<file path="config.mk">
export PLATFORM = sky130hd
export DESIGN_NAME = pic_bus_master_flat
export DESIGN_NICKNAME = d
export VERILOG_FILES = /design/src/rtl/pic_bus_master_if.sv /design/src/rtl/pic_bus_master.sv /design/src/flat_wrapper.sv
export SDC_FILE = /design/constraint.sdc
export NUM_CORES = 1
export LEC_CHECK = 0
export BUFFER_PORTS_ARGS = -buffer_cell sky130_fd_sc_hd__buf_2
export CAP_MARGIN = 40
export CELL_PAD_IN_SITES_DETAIL_PLACEMENT = 1
export CELL_PAD_IN_SITES_GLOBAL_PLACEMENT = 1
export CORE_AREA = 4 4 71 73
export DETAILED_ROUTE_END_ITERATION = 8
export DIE_AREA = 0 0 75 77
export PLACE_DENSITY_LB_ADDON = 0.15
export SYNTH_ARGS = -nofsm -noshare
export SYNTH_HDL_FRONTEND = slang
export SYNTH_SLANG_ARGS = --single-unit
</file>
<file path="constraint.sdc">
create_clock -name clk -period 3.72 [get_ports clk]
set_input_delay 0.372 -clock clk [delete_from_list [all_inputs] [get_ports clk]]
set_output_delay 0.372 -clock clk [all_outputs]
set_load 0.05 [all_outputs]
</file>
<file path="src/rtl/pic_bus_master_if.sv">
// Bundles the host request/response handshake and the 8259 bus pins.
// The master modport is the initiator side; the slave modport is the host/PIC side.
interface pic_bus_master_if;
  logic       req_valid;
  logic       req_ready;
  logic       req_rd;
  logic       req_a0;
  logic [7:0] req_data;
  logic       rsp_valid;
  logic [7:0] rsp_data;
  logic       cs_n;
  logic       wr_n;
  logic       rd_n;
  logic       a0;
  logic [7:0] d_out;
  logic       d_oe;
  logic [7:0] d_in;

  modport master (
    input  req_valid, req_rd, req_a0, req_data, d_in,
    output req_ready, rsp_valid, rsp_data, cs_n, wr_n, rd_n, a0, d_out, d_oe
  );

  modport slave (
    output req_valid, req_rd, req_a0, req_data, d_in,
    input  req_ready, rsp_valid, rsp_data, cs_n, wr_n, rd_n, a0, d_out, d_oe
  );
endinterface

</file>
<file path="src/rtl/pic_bus_master.sv">
// 8259 bus initiator: runs setup/strobe/hold bus cycles for host requests
// and tracks the ICW1..ICW4 programming order of the writes it issues.
//
// state  | meaning
// IDLE   | cs_n high, req_ready high, waiting for a request
// SETUP  | cs_n low, a0/data valid ahead of the strobe
// STROBE | wr_n or rd_n low; read data captured on the last edge
// HOLD   | strobe released, cs_n/a0/data still held
module pic_bus_master #(
  parameter int SETUP_CYC  = 1,
  parameter int STROBE_CYC = 2,
  parameter int HOLD_CYC   = 1
) (
  input  logic             clk,
  input  logic             rst,
  pic_bus_master_if.master bus,
  output logic             init_done_o,
  output logic [2:0]       last_kind_o,
  output logic             seq_err_o
);
  typedef enum logic [1:0] {IDLE, SETUP, STROBE, HOLD} state_e;
  typedef enum logic [1:0] {OPER, EXP_ICW2, EXP_ICW3, EXP_ICW4} seq_e;

  localparam logic [3:0] SETUP_LD  = 4'(SETUP_CYC - 1);
  localparam logic [3:0] STROBE_LD = 4'(STROBE_CYC - 1);
  localparam logic [3:0] HOLD_LD   = 4'(HOLD_CYC - 1);

  state_e     state_q;
  seq_e       seq_q;
  logic [3:0] cnt_q;
  logic       rd_q;
  logic       ic4_q;
  logic       ready_q;
  logic       rsp_valid_q;
  logic [7:0] rsp_data_q;
  logic       cs_n_q;
  logic       wr_n_q;
  logic       rd_n_q;
  logic       a0_q;
  logic [7:0] d_out_q;
  logic       d_oe_q;
  logic       init_done_q;
  logic [2:0] last_kind_q;
  logic       seq_err_q;

  always_ff @(posedge clk) begin
    if (rst) begin
      state_q     <= IDLE;
      seq_q       <= OPER;
      cnt_q       <= 4'd0;
      rd_q        <= 1'b0;
      ic4_q       <= 1'b0;
      ready_q     <= 1'b0;
      rsp_valid_q <= 1'b0;
      rsp_data_q  <= 8'h00;
      cs_n_q      <= 1'b1;
      wr_n_q      <= 1'b1;
      rd_n_q      <= 1'b1;
      a0_q        <= 1'b0;
      d_out_q     <= 8'h00;
      d_oe_q      <= 1'b0;
      init_done_q <= 1'b0;
      last_kind_q <= 3'd7;
      seq_err_q   <= 1'b0;
    end else begin
      rsp_valid_q <= 1'b0;
      seq_err_q   <= 1'b0;
      case (state_q)
        IDLE: begin
          ready_q <= 1'b1;
          if (bus.req_valid && ready_q) begin
            ready_q <= 1'b0;
            rd_q    <= bus.req_rd;
            a0_q    <= bus.req_a0;
            cs_n_q  <= 1'b0;
            d_oe_q  <= !bus.req_rd;
            if (!bus.req_rd) d_out_q <= bus.req_data;
            cnt_q   <= SETUP_LD;
            state_q <= SETUP;
          end
        end
        SETUP: begin
          if (cnt_q == 4'd0) begin
            cnt_q   <= STROBE_LD;
            state_q <= STROBE;
            if (rd_q) rd_n_q <= 1'b0;
            else      wr_n_q <= 1'b0;
          end else begin
            cnt_q <= cnt_q - 4'd1;
          end
        end
        STROBE: begin
          if (cnt_q == 4'd0) begin
            cnt_q   <= HOLD_LD;
            state_q <= HOLD;
            wr_n_q  <= 1'b1;
            rd_n_q  <= 1'b1;
            if (rd_q) begin
              rsp_data_q  <= bus.d_in;
              rsp_valid_q <= 1'b1;
            end else if (!a0_q && d_out_q[4]) begin
              // ICW1 restarts the init sequence from any tracker state
              last_kind_q <= 3'd0;
              init_done_q <= 1'b0;
              ic4_q       <= d_out_q[0];
              seq_q       <= EXP_ICW2;
            end else if (seq_q == OPER) begin
              last_kind_q <= a0_q ? 3'd4 : (d_out_q[3] ? 3'd6 : 3'd5);
            end else if (!a0_q) begin
              seq_err_q <= 1'b1;
            end else begin
              case (seq_q)
                EXP_ICW2: begin
                  last_kind_q <= 3'd1;
                  seq_q       <= EXP_ICW3;
                end
                EXP_ICW3: begin
                  last_kind_q <= 3'd2;
                  if (ic4_q) begin
                    seq_q <= EXP_ICW4;
                  end else begin
                    seq_q       <= OPER;
                    init_done_q <= 1'b1;
                  end
                end
                default: begin
                  last_kind_q <= 3'd3;
                  seq_q       <= OPER;
                  init_done_q <= 1'b1;
                end
              endcase
            end
          end else begin
            cnt_q <= cnt_q - 4'd1;
          end
        end
        HOLD: begin
          if (cnt_q == 4'd0) begin
            state_q <= IDLE;
            cs_n_q  <= 1'b1;
            d_oe_q  <= 1'b0;
            ready_q <= 1'b1;
          end else begin
            cnt_q <= cnt_q - 4'd1;
          end
        end
        default: state_q <= IDLE;
      endcase
    end
  end

  assign bus.req_ready = ready_q;
  assign bus.rsp_valid = rsp_valid_q;
  assign bus.rsp_data  = rsp_data_q;
  assign bus.cs_n      = cs_n_q;
  assign bus.wr_n      = wr_n_q;
  assign bus.rd_n      = rd_n_q;
  assign bus.a0        = a0_q;
  assign bus.d_out     = d_out_q;
  assign bus.d_oe      = d_oe_q;
  assign init_done_o   = init_done_q;
  assign last_kind_o   = last_kind_q;
  assign seq_err_o     = seq_err_q;
endmodule

</file>
<file path="src/flat_wrapper.sv">
// flat-port wrapper written by rule: the top's interface ports become plain ports
module pic_bus_master_flat 
#(
  parameter int SETUP_CYC  = 1,
  parameter int STROBE_CYC = 2,
  parameter int HOLD_CYC   = 1
)
  (clk, rst, init_done_o, last_kind_o, seq_err_o, bus_req_valid, bus_req_rd, bus_req_a0, bus_req_data, bus_d_in, bus_req_ready, bus_rsp_valid, bus_rsp_data, bus_cs_n, bus_wr_n, bus_rd_n, bus_a0, bus_d_out, bus_d_oe);
  pic_bus_master_if bus_i ();
  input  logic clk;
  input  logic rst;
  output logic init_done_o;
  output logic [2:0] last_kind_o;
  output logic seq_err_o;
  input wire logic [$bits(bus_i.req_valid)-1:0] bus_req_valid;
  input wire logic [$bits(bus_i.req_rd)-1:0] bus_req_rd;
  input wire logic [$bits(bus_i.req_a0)-1:0] bus_req_a0;
  input wire logic [$bits(bus_i.req_data)-1:0] bus_req_data;
  input wire logic [$bits(bus_i.d_in)-1:0] bus_d_in;
  output wire logic [$bits(bus_i.req_ready)-1:0] bus_req_ready;
  output wire logic [$bits(bus_i.rsp_valid)-1:0] bus_rsp_valid;
  output wire logic [$bits(bus_i.rsp_data)-1:0] bus_rsp_data;
  output wire logic [$bits(bus_i.cs_n)-1:0] bus_cs_n;
  output wire logic [$bits(bus_i.wr_n)-1:0] bus_wr_n;
  output wire logic [$bits(bus_i.rd_n)-1:0] bus_rd_n;
  output wire logic [$bits(bus_i.a0)-1:0] bus_a0;
  output wire logic [$bits(bus_i.d_out)-1:0] bus_d_out;
  output wire logic [$bits(bus_i.d_oe)-1:0] bus_d_oe;
  assign bus_i.req_valid = bus_req_valid;
  assign bus_i.req_rd = bus_req_rd;
  assign bus_i.req_a0 = bus_req_a0;
  assign bus_i.req_data = bus_req_data;
  assign bus_i.d_in = bus_d_in;
  assign bus_req_ready = bus_i.req_ready;
  assign bus_rsp_valid = bus_i.rsp_valid;
  assign bus_rsp_data = bus_i.rsp_data;
  assign bus_cs_n = bus_i.cs_n;
  assign bus_wr_n = bus_i.wr_n;
  assign bus_rd_n = bus_i.rd_n;
  assign bus_a0 = bus_i.a0;
  assign bus_d_out = bus_i.d_out;
  assign bus_d_oe = bus_i.d_oe;
  pic_bus_master #(.SETUP_CYC(SETUP_CYC), .STROBE_CYC(STROBE_CYC), .HOLD_CYC(HOLD_CYC)) u_core (.clk(clk), .rst(rst), .bus(bus_i), .init_done_o(init_done_o), .last_kind_o(last_kind_o), .seq_err_o(seq_err_o));
endmodule
</file>
==> out/metrics.csv <==
stage,metric,value,unit
synthesis,top cells by instance count after synthesis,"dfxtp_1, nor2_1, nand2_1",
synthesis,post-synthesis sequential area ratio,42.7,%
grt,vias in the first global route,1683,
place,cell count after placement,294,
detailed_routing,final WL,4320,µm
synthesis,Yosys top cell by area,dfxtp_1,
timing,Final Hold Viols,0,
setup_path,CP Capture Type,flop,
synthesis,mapped cell area,1780,µm²
synthesis,ranking of synthesized cells by area,"dfxtp_1, mux2i_1, ha_1",
timing,# setup viols final,0,
setup_path,cells along the critical path,"inv_1, ha_1, or3b_1, a2111oi_4, nor2_1, a311oi_1",
timing,RSZ-0062 raised after global routing,no,
detailed_routing,vias per cell,5.26,
synthesis,synthesized area per cell,8.69,µm²
detailed_routing,vias post-DR,1588,
floorplanning,chip width,75,µm
setup_path,Worst Setup Start Kind,flop,
floorplanning,Die H,77,µm
synthesis,post-synthesis instance total,205,
floorplanning,total core area,4350,µm²
pwr,Static Leakage,0.938,nW
synthesis,top-area cell type share of the netlist area,42.7,%
floorplanning,die area,5780,µm²
setup_path,Worst Path Max Fanout,7,
pwr,PD cells,590,nW/µm²
layout,Final Instance Count excl. Fillers,302,
clock_tree,post-CTS sizing,0,
synthesis,cell with the most instances after synthesis,dfxtp_1,
clock_tree,H-tree levels,2,
layout,# nets final,281,
clock_tree,clk root buf,clkbuf_8,
detailed_routing,Wirelength per Cell,14.3,µm
clock_tree,CTS max path bufs,2,
timing,fin crit period,2.06,ns
place,I/O Buffers,48,
floorplanning,initial core utilization,40.9,%
synthesis,Main synth FF type,dfxtp_1,
synthesis,Post-synth ARST share,0,%
detailed_routing,1st-iter DRT viols,54,
grt,grt total ovfl,0,
grt,M1 GR Usage,20.2,%
grt,largest net degree at the start of global routing,44,
layout,number of fill cells,539,
clock_tree,clk sinks,38,
place,HPWL after DPL,3090,µm
grt,initial antenna violation count,0,
setup_path,WP data required,3.91,ns
synthesis,"FF+latch count, synth",38,
grt,"Most Used Layer, Global Route",met2,
floorplanning,I/O pins,49,
detailed_routing,First-pass DRT Iterations,4,
clock_tree,clock latency on the worst-skew pair,0.29,ns
grt,grt met2 use,27.4,%
outcome,status,completed,
grt,GRT Overall Usage,16.5,%
setup_path,"slowest stage delay, CP",0.52,ns
timing,Worst-Margin Slew,0.769,ns
clock_tree,CTS tree,built,
flow_run,total of max-cap violations,0,
clock_tree,# hold bufs at CTS,0,
setup_path,Arrival @ worst endpoint,2.26,ns
clock_tree,postcts setup bufs,0,
timing,Slew Limit Fails,0,
timing,setup_tns,0,ns
synthesis,Netlist cell types,37,
floorplanning,Std-Cell Rows,24,
synthesis,Post-synth EDFFs,0,
pwr,Max rail drop VDD,0.241,mV
layout,Area Growth Syn to Fin,19.4,%
grt,global-route wire length before repair,7670,µm
layout,# diodes,0,
clock_tree,Inserted Clock Buffers,5,
timing,Final period util,55.4,%
timing,clock skew,0.00561,ns
pwr,total power,1.25,mW
layout,"Core Util, Final",48.8,%
hold_path,worst hold path class,input port to flop,
setup_path,CP Class,flop to flop,
clock_tree,clock transition at the registers of the reported paths,0.08,ns
setup_path,Crit-path slowest cell,a2111oi_4,
synthesis,Yosys Warn Count,0,
timing,slew margin rel.,48.7,%
layout,share of layout cells above drive strength 1,23.2,%
place,placer congestion estimate,0.740,
grt,met3 usage,4.84,%
synthesis,Syn Nets,237,
detailed_routing,post-route ant nets,0,
detailed_routing,DRC,0,
timing,Peak Freq,485,MHz
-- flip-flops by register name, indices dropped and copies added (netlist names), 2 cells and up --
signal and cells:
u_core.seq_q 2, u_core.bus.rsp_data 8, u_core.state_q 2, u_core.bus.d_out 8, u_core.cnt_q 4, u_core.last_kind_o 3
-- worst paths after layout --
path / startpoint / end / cells past startpoint / slack [ns]
max: u_core.cnt_q[0]$_SDFFE_PP0P_ / u_core.seq_q[0]$_SDFFE_PP0P_ / 6 / 1.66
min: bus_d_in[3] / u_core.bus.rsp_data[3]$_SDFFE_PP0P_ / 3 / 0.31
max reg2reg: u_core.cnt_q[0]$_SDFFE_PP0P_ / u_core.seq_q[0]$_SDFFE_PP0P_ / 6 / 1.66
min reg2reg: u_core.bus.d_out[1]$_SDFFE_PP0P_ / u_core.bus.d_out[1]$_SDFFE_PP0P_ / 2 / 0.45
-- per-stage QoR --
step / cell area [µm²] / hold slack, ns / setup WS (ns)
2_1_floorplan: 1780 / 0.461 / 1.93
3_3_place_gp: 2040 / 0.444 / 1.72
3_5_place_dp: 2040 / 0.445 / 1.67
4_1_cts: 2130 / 0.304 / 1.65
5_1_grt: 2130 / 0.302 / 1.51
6_report: 2130 / 0.311 / 1.66
-- worst max-delay path, delay by kind of cell, from the launching register on --
| family | cells | cell delay [ns] |
|---|---|---|
| buffers and inverters | 1 | 0.10 |
| DFF | 1 | 0.33 |
| and+or+nand+nor | 2 | 0.59 |
| adders and majority gates | 1 | 0.16 |
| AOI/OAI and AO/OA | 2 | 0.79 |
-- metal layers --
layer | vias to the layer above | share of wire [%] | wire [µm]
met5 | - | 0 | 0
li1 | 799 | - | -
met2 | 38 | 47 | 2040
met3 | 7 | 6.7 | 290
met4 | 0 | 1.3 | 55
met1 | 744 | 45 | 1930
-- logic make-up (layout without fill, tap and decap cells) --
group / Yosys count / in the layout / synth area share (%)
adders and majority gates: 11 / 11 / 7.73
DFF: 38 / 38 / 42.7
and+or+nand+nor: 80 / 80 / 21.1
muxes: 14 / 14 / 7.87
AOI/OAI and AO/OA: 40 / 40 / 15.5
buffers and inverters: 22 / 67 / 5.13
-- layout make-up --
class | count | area, µm² | share of cell area [%]
clock buffers | 6 | 72.6 | 3.41
inverters | 10 | 37.5 | 1.77
flip-flops and latches | 38 | 761 | 35.8
clock inverters | 2 | 13.8 | 0.647
well taps | 52 | 65.1 | 3.06
repair buffers | 49 | 248 | 11.7
multi-input cells | 145 | 928 | 43.7
-- layout by cell type, fill, tap and decap left out, types with 2 or more instances in the layout --
cell and n:
a211oi_1 2, a21oi_1 16, a221oi_1 3, buf_2 48, clkbuf_8 5, dfxtp_1 38
ha_1 11, inv_1 10, mux2i_1 14, nand2_1 21, nand2b_1 4, nand3_1 7
nor2_1 28, nor2b_1 2, nor3_1 7, nor3b_1 2, nor4_1 3, o21ai_0 5
o21bai_1 2, o22ai_1 2, o31ai_1 2
-- power by group --
part | internal [mW] | switching, mW
logic | 0.147 | 0.332
registers | 0.454 | 0.0392
clock network | 0.132 | 0.148
total | 0.733 | 0.520
(Power assumes the default switching activity.)
